### src/rtl/piso_shift_tx.sv
// piso_shift_tx: parallel-in/serial-out transmitter with load handshake and programmable bit period
module piso_shift_tx #(
  parameter int WIDTH     = 8,
  parameter int CLK_DIV   = 4,
  parameter bit LSB_FIRST = 1'b1
) (
  input  logic             clk,
  input  logic             reset_p,
  input  logic [WIDTH-1:0] din,
  input  logic             load_valid,
  output logic             load_ready,
  output logic             sdo,
  output logic             bit_strobe,
  output logic             busy,
  output logic             done
);
  localparam int BW = $clog2(WIDTH);
  localparam int DW = CLK_DIV > 1 ? $clog2(CLK_DIV) : 1;
  typedef enum logic [1:0] {IDLE, SHIFT, DONE} state_t;
  state_t           state_q, state_d;
  logic [WIDTH-1:0] sr_q, sr_d;
  logic [BW-1:0]    bit_cnt_q, bit_cnt_d;
  logic [DW-1:0]    div_cnt_q, div_cnt_d;
  logic             sdo_q, sdo_d, bit_strobe_q, bit_strobe_d;
  logic             busy_q, busy_d, done_q, done_d, load_ready_q, load_ready_d;
  logic             accept, shifting, wrap, last;
  always_comb begin
    accept       = state_q == IDLE && load_valid;
    shifting     = state_q == SHIFT;
    wrap         = div_cnt_q == DW'(CLK_DIV - 1);
    last         = bit_cnt_q == BW'(WIDTH - 1);
    state_d      = state_q == IDLE ? (load_valid ? SHIFT : IDLE) :
                   shifting ? (wrap && last ? DONE : SHIFT) : IDLE;
    sr_d         = accept ? din :
                   (shifting && wrap && !last) ? (LSB_FIRST ? {1'b0, sr_q[WIDTH-1:1]} : {sr_q[WIDTH-2:0], 1'b0}) :
                   sr_q;
    bit_cnt_d    = accept ? '0 : (shifting && wrap && !last) ? bit_cnt_q + 1'b1 : bit_cnt_q;
    div_cnt_d    = accept ? '0 : shifting ? (wrap ? '0 : div_cnt_q + 1'b1) : div_cnt_q;
    // Outputs are registered from next-state values so they line up with the state they describe
    sdo_d        = state_d == SHIFT && (LSB_FIRST ? sr_d[0] : sr_d[WIDTH-1]);
    bit_strobe_d = state_d == SHIFT && div_cnt_d == '0;
    busy_d       = state_d == SHIFT;
    done_d       = state_d == DONE;
    load_ready_d = state_d == IDLE;
  end
  always_ff @(posedge clk or posedge reset_p) begin
    if (reset_p) begin
      state_q      <= IDLE;
      sr_q         <= '0;
      bit_cnt_q    <= '0;
      div_cnt_q    <= '0;
      sdo_q        <= 1'b0;
      bit_strobe_q <= 1'b0;
      busy_q       <= 1'b0;
      done_q       <= 1'b0;
      load_ready_q <= 1'b1;
    end else begin
      state_q      <= state_d;
      sr_q         <= sr_d;
      bit_cnt_q    <= bit_cnt_d;
      div_cnt_q    <= div_cnt_d;
      sdo_q        <= sdo_d;
      bit_strobe_q <= bit_strobe_d;
      busy_q       <= busy_d;
      done_q       <= done_d;
      load_ready_q <= load_ready_d;
    end
  end
  assign sdo        = sdo_q;
  assign bit_strobe = bit_strobe_q;
  assign busy       = busy_q;
  assign done       = done_q;
  assign load_ready = load_ready_q;
endmodule

### config.mk
export PLATFORM = sky130hd
export DESIGN_NAME = piso_shift_tx
export DESIGN_NICKNAME = d
export VERILOG_FILES = /design/src/rtl/piso_shift_tx.sv
export SDC_FILE = /design/constraint.sdc
export NUM_CORES = 1
export LEC_CHECK = 0
export BUFFER_PORTS_ARGS = -buffer_cell sky130_fd_sc_hd__buf_2
export CORE_MARGIN = 4
export CORE_UTILIZATION = 56
export DETAILED_ROUTE_END_ITERATION = 10
export GPL_TIMING_DRIVEN = 0
export HOLD_SLACK_MARGIN = 0.05
export PLACE_DENSITY = 0.8
export SYNTH_ARGS = -nofsm -noshare
export SYNTH_HDL_FRONTEND = slang
export SYNTH_SLANG_ARGS = --single-unit
### constraint.sdc
create_clock -name clk -period 2.4 [get_ports clk]
set_clock_uncertainty 0.05 [all_clocks]
set_input_delay 0.48 -clock clk [delete_from_list [all_inputs] [get_ports clk]]
set_output_delay 0.48 -clock clk [all_outputs]
set_load 0.02 [all_outputs]
---- After elaboration in Yosys (flattened, before gate mapping) ----
Index checks and enable logic that the tools add are counted.
operators by class
  add/subtract/negate cells ............... 2
  equal/unequal tests ..................... 5
  mux-type cells .......................... 11
  reductions and logical operators ........ 11
operators by type and width
  operator                                             number
  2-to-1 mux 8 bit                                     2
  2-to-1 mux 2 bit                                     6
  logical AND 1 bit                                    6
  logical NOT 2 bit                                    3
  2-to-1 mux 3 bit                                     2
  equality test 2 x 1 -> 1 bit, second input constant  2
  equality test 2 bit, second input constant           2
  adder 3 x 1 -> 3 bit, second input constant          1
  equality test 3 bit, second input constant           1
  adder 2 x 1 -> 2 bit, second input constant          1
  nonzero test 2 bit                                   1
  logical NOT 1 bit                                    1
  2-to-1 mux 1 bit                                     1
word-level totals
  register bits after elaboration ......... 20
  input port bits ......................... 11
  output and inout port bits .............. 5

---- Logic depth before layout (Yosys ltp) ----
Gate-level depths: netlist (run 1).
  word-level depth ........................ 7
  mapped depth ............................ 6

---- Least setup slack after synthesis (run 1) ----
No wires, ideal clock.
  path type ............................... register to register
  start point ............................. register bit_cnt_q[0]
  end point ............................... register sr_q[0]
  library setup time ...................... 0.124 ns
  data arrival time ....................... 1.473 ns
  data required time ...................... 2.226 ns
  slack ................................... 0.753 ns
  cell stages (with the launch flop) ...... 7
  buffers on the path ..................... 1
  cells stage by stage .................... dfrtp_1 -> ha_1 -> ha_1 -> and4bb_4 -> buf_6 -> nor3b_2 -> or2_1
between the ends
  longest elaborated chain between the ends .. 5
ends and longest elaborated chain
  item                    RTL line  source
  from (decl)             22        logic [BW-1:0] bit_cnt_q, bit_cnt_d;
  from (signal assigned)  60        bit_cnt_q <= bit_cnt_d;
  equality test 3 bit     31        last = bit_cnt_q == BW'(WIDTH - 1);
  logical NOT 1 bit       35        (shifting && wrap && !last) ? (LSB_FIRST ? {1'b0, sr_q[WIDTH-1:1]} : {sr_q[WIDTH-2:0], 1'b0}) :
  logical AND 1 bit       35
  2-to-1 mux 8 bit        35
  2-to-1 mux 8 bit        34        sr_d = accept ? din :
  net sr_d[0]             21        logic [WIDTH-1:0] sr_q, sr_d;
  to (signal assigned)    59        sr_q <= sr_d;
  to (decl)               21
The timed path passes the listed nets, and every way through them passes these cells. The select of a mux whose other input is x is not followed.
A chain may end at the register's enable or synchronous reset.

---- Worst setup path after layout (run 1) ----
Same ends and word-level chain as after synthesis.

==> qor.csv, run 1 <==
metric;value;unit
outcome;finished, final reports clean;
initial_core_util;62.4;%
die_w;47.0;um
gp_congestion;0.716;
clockRootBuffer;clkbuf_4;
drv_cap;0;
cts.sinks;20;
ys.warnings.count;0;
syn-num-nets;73;
setup_viol;0;
synth_compound_area_share;19.8;%
p_leak;0.544;nW
synthAdderAreaFrac;4.41;%
place_hpwl;1010;um
clockBufferDepth;2;
rows;13;
finalCritPeriodShare;72.9;%
arrival;1890;ps
antenna_left;0;
worst-path-max-fanout;10;
routed_via_density;5.73;
syn_area_per_cell;14.4;um^2
drive_gt1_share;35.9;%
fin_nets;93;
synth_ff_type;dfrtp_1;
grtUsageTotal;15.2;%
fin_util;71.9;%
dieArea;2210;um^2
rsz0062_at_grt;no;
io_pins;16;
synthMuxAreaShare;1.76;%
power;1.11;mW
drt-initial-drc-count;7;
grt_pass1_wl;2330;um
grt_max_degree;21;
crit_top_cell;ha_1;
post-cts-setup-buffers;0;
antenna_cells;0;
cts_tree;built;
max-vdd-ir-drop;0.582;mV
ys_seq_elements;20;
layout_common_cells;dfrtp_1 (19), buf_2 (15), a22o_1 (12);
synth-simple-area-share;13.4;%
path_class;flip-flop to flip-flop;
whs;235;ps
routed-via-count;533;
synth_top_family_by_area;compound AO/OA/AOI/OAI gates;
timing.setup.tns;0;ps
critPathSlowestCell;dfrtp_1;
core_area;1370;um^2
antenna_found_initial;0;
die_h;47.0;um
hold_viol;0;
clkLatencyLatePin;290;ps
crit_chain;ha_1 -> ha_1 -> and4bb_4 -> buf_6 -> nor3b_2 -> or2_1;
ctsHtreeMaxLevel;1;
drtPass1Iterations;2;
slew_violations;0;
syn_area;852;um^2
placed_area;946;um^2
start_kind;flip-flop;
port_buffers;15;
syn_inst;59;
power_density;1130;nW/um^2
cts_resized;0;
slowest_delay;420;ps
area_growth;15.3;%
max_freq;571;MHz
min_period;1750;ps
post_drt_wl_per_cell;14.3;um
synth_edf_count;0;
tightest_slew;702;ps
numCtsBuffers;3;
synth-seq-area-share;58.9;%
clkTransAtPathRegs;100;ps
netlist-cell-type-count;19;
end_kind;flip-flop;
hp-class;primary input to async pin;
ys_async_sr_fraction;100;%
slew_headroom;53.1;%
design_area;982;um^2
synth_xor_area_share;0;%
grt_pass1_vias;550;
grt-ovfl-total;0;
crit_required;2540;ps
final_common_cell;dfrtp_1;
cts_hold_buf;0;
routed_wl;1330;um
drc_errors;0;
final cells by class:
| type | instances | area [um^2] |
|---|---|---|
| clock buffer | 4 | 36.3 |
| fill | 97 | 384 |
| multi-input combinational | 37 | 335 |
| buffer | 1 | 11.3 |
| sequential | 20 | 502 |
| inverter | 1 | 3.75 |
| timing repair buffer | 15 | 75.1 |
| tap | 15 | 18.8 |
logic make-up (layout without fill, tap and decap cells):
logic type | Yosys count | in the layout
AOI/OAI and AO/OA | 20 | 20
adders and majority gates | 3 | 3
buffers and inverters | 2 | 21
DFF | 20 | 20
muxes | 1 | 1
and+or+nand+nor | 13 | 13
stage by stage:
| step | setup WS, ps | instances |
|---|---|---|
| 5_1_grt | 603 | 93 |
| 2_1_floorplan | 753 | 59 |
| 4_1_cts | 645 | 93 |
| 6_report | 650 | 93 |
| 3_3_place_gp | 667 | 89 |
| 3_5_place_dp | 663 | 89 |
final timing paths:
kind | cells past startpoint | start | slack (ps) | end
max | 6 | bit_cnt_q[0]$_DFFE_PP0P_ | 650 | sr_q[0]$_DFF_PP0_
min | 2 | reset_p | 230 | busy$_DFF_PP0_
max reg2reg | 6 | bit_cnt_q[0]$_DFFE_PP0P_ | 650 | sr_q[0]$_DFF_PP0_
min reg2reg | 1 | sr_q[1]$_DFFE_PP0P_ | 440 | sr_q[1]$_DFFE_PP0P_
max in group asynchronous | 2 | reset_p | 1630 | sr_q[1]$_DFFE_PP0P_
min in group clk | 2 | din[7] | 380 | sr_q[7]$_DFFE_PP0P_
critical path: cells and delay by family (launching register included):
family | cells | cell delay (ps)
AND/OR/NAND/NOR | 3 | 620
flip-flops | 1 | 420
adder cells (fa/ha/maj) | 2 | 420
buffers and inverters | 1 | 150
per-layer routing:
layer	GRT usage [%]	part of all wire, %	routed length (um)
met2	24.9	47	624
met4	6.63	0.75	10
met1	19.1	48	641
met5	0	0	0
met3	3.45	4.3	58
power breakdown:
part	switching, mW	total, mW	internal, mW
clock network	0.0928	0.185	0.0923
logic	0.212	0.427	0.215
registers	0.0586	0.501	0.442
total	0.363	1.11	0.750
state kept, by name, indices dropped and copies added, names as in the netlist:
register    flops
bit_strobe      1
sr_q            8
sdo             1
load_ready      1
busy            1
state_q         2
done            1
div_cnt_q       2
bit_cnt_q       3
Yosys cell counts (all sizes together), types with 2 or more instances:
library cell | count | share of area [%]
a21o | 6 | 5.3
nor2 | 4 | 2.6
ha | 3 | 4.4
dfrtp | 19 | 56
nor3b | 2 | 3.7
and3 | 3 | 2.2
a22o | 12 | 12
No activity file was read; power rests on OpenSTA's default activity.
==> run 2, diff against run 1 <==
Settings changed: CORE_UTILIZATION 56 to 52, PLACE_DENSITY 0.8 to 0.75.
Clock period 2.4 ns to 1.65 ns, I/O delays scaled along.
==> qor.csv, run 2 (synthesis results as in run 1) <==
metric;value;unit;change
outcome;finished, final reports clean;;
die_h;48.5;um;+3.1%
min_period;1640;ps;-108 ps
clkLatencyLatePin;290;ps;about the same
worst-path-max-fanout;5;;-5
fin_util;67.3;%;-4.6 points
clkTransAtPathRegs;100;ps;about the same
p_clk_share;13.6;%;-3.0 points
area_growth;20.4;%;
sw_frac_of_total;32.5;%;-0.094 points
whs;93.2;ps;-142 ps
die_w;48.5;um;+3.1%
crit_required;1790;ps;-750 ps
comb_power_share;43.5;%;+5.1 points
drtPass1Iterations;4;;+2
power;1.69;mW;+52%
largest_reg_flops;8;;unchanged
multi_input_area;353;um^2;+5.2%
drt-initial-drc-count;2;;-5
max-vdd-ir-drop;0.912;mV;+57%
antenna_left;0;;unchanged
cts_tree;built;;
clockBufferDepth;2;;unchanged
max_freq;609;MHz;+6.6%
routed_wl;1350;um;+1.2%
setup_viol;0;;unchanged
drv_cap;0;;unchanged
drive_gt1_share;40.7;%;+4.8 points
gp_congestion;0.761;;+6.4%
numCtsBuffers;3;;unchanged
port_buffers;15;;unchanged
tightest_slew;733;ps;+31.1 ps
stdcell_count;97;;+4.3%
io_pins;16;;unchanged
slew_headroom;51.1;%;-2.1 points
cts.sinks;20;;unchanged
rsz0062_at_grt;yes;;
p_int;1.14;mW;+52%
worst_slack;7.42;ps;-642 ps
dieArea;2350;um^2;+6.4%
critPathSlowestCell;dfrtp_1;;
drc_errors;0;;unchanged
grt-ovfl-total;0;;unchanged
grtUsageTotal;13.6;%;-1.6 points
clockRootBuffer;clkbuf_4;;
hold_viol;0;;unchanged
ctsHtreeMaxLevel;1;;unchanged
core_area;1520;um^2;+12%
post_drt_wl_per_cell;13.9;um;-3.0%
final_common_cell;dfrtp_1;;
rows;14;;+1
slew_violations;0;;unchanged
top_register;sr_q;;
arrival;1780;ps;-110 ps
antenna_found_initial;0;;unchanged
fin_nets;96;;+3.2%
initial_core_util;55.9;%;-6.5 points
seqCellArea;502;um^2;unchanged
p_leak;0.551;nW;+1.4%
power_density;1650;nW/um^2;+46%
dp.cells;90;;+1.1%
grt_pass1_wl;2550;um;+9.5%
antenna_cells;0;;unchanged
pre_cts_slack;-83.3;ps;-746 ps
crit_chain;ha_2 -> ha_4 -> and4bb_4 -> buf_6 -> nor3b_2 -> or2_1;;
end_kind;flip-flop;;
power_frac_seq;42.9;%;-2.1 points
finalCritPeriodShare;99.6;%;+27 points
slowest_delay;390;ps;-30 ps
layout_common_cells;dfrtp_1 (19), buf_2 (15), a22o_1 (12);;
path_class;flip-flop to flip-flop;;
fill_cells;113;;+16%
hp-class;primary input to async pin;;
largest_registers;sr_q: 8 flops, bit_cnt_q: 3 flops;;
place_hpwl;934;um;-7.3%
routed-via-count;567;;+6.4%
grt_max_degree;21;;unchanged
start_kind;flip-flop;;
routed_via_density;5.85;;+2.0%
p_switching;0.550;mW;+52%
grt_pass1_vias;570;;+3.6%
==> run 2: layout make-up <==
cell class                      instances  share of cell area, %
Clock buffer                            4                   2.56
Tap cell                               16                   1.95
Inverter                                1                  0.366
Buffer                                  1                   1.10
Multi-Input combinational cell         37                   34.4
Timing Repair Buffer                   18                   10.7
Sequential cell                        20                   48.9
==> run 2: what timing repair did <==
action                     4_1_cts  5_1_grt
setup endpoints to repair        3        9
pin swaps                        1        1
gates resized for setup          3        1
buffers inserted                 3        0
hold buffers                     0        0
==> run 2: stage by stage <==
step                      setup TNS (ps)  instance area, um^2
after floorplan                        0                  852
after global placement              -154                  947
after detailed placement            -136                  947
after CTS                          -21.0                 1020
after global routing                -187                 1030
final                                  0                 1030
==> run 2: routing by layer <==
layer / track usage [%] / routed length [um]
met5: 0 / 0
met1: 18.6 / 600
met4: 6.73 / 27
met3: 3.37 / 70
met2: 20.0 / 652
==> run 2: final timing paths <==
| path | from | cells after the start | slack [ps] | endpoint |
|---|---|---|---|---|
| setup / recovery | bit_cnt_q[0]$_DFFE_PP0P_ | 6 | 7 | sr_q[0]$_DFF_PP0_ |
| hold / removal | reset_p | 2 | 90 | div_cnt_q[1]$_DFF_PP0_ |
| setup reg to reg | bit_cnt_q[0]$_DFFE_PP0P_ | 6 | 7 | sr_q[0]$_DFF_PP0_ |
| hold reg to reg | sr_q[4]$_DFFE_PP0P_ | 1 | 440 | sr_q[4]$_DFFE_PP0P_ |
| max in group asynchronous | reset_p | 2 | 1000 | done$_DFF_PP0_ |
| min in group clk | din[7] | 2 | 210 | sr_q[7]$_DFFE_PP0P_ |
==> run 2: power groups by stage <==
stage	combinational (mW)	clock, mW	sequential [mW]
global placement	0.607	0	0.727
detailed placement	0.618	0	0.734
floorplan	0.467	0	0.752
global route	0.827	0.270	0.747
finish	0.736	0.231	0.725
CTS	0.737	0.245	0.725
==> run 2: critical path: cells and delay by family (launching register included) <==
family | cells | cell delay, ps
and+or+nand+nor | 3 | 600
DFF | 1 | 390
adders and majority gates | 2 | 360
buffers and inverters | 1 | 140
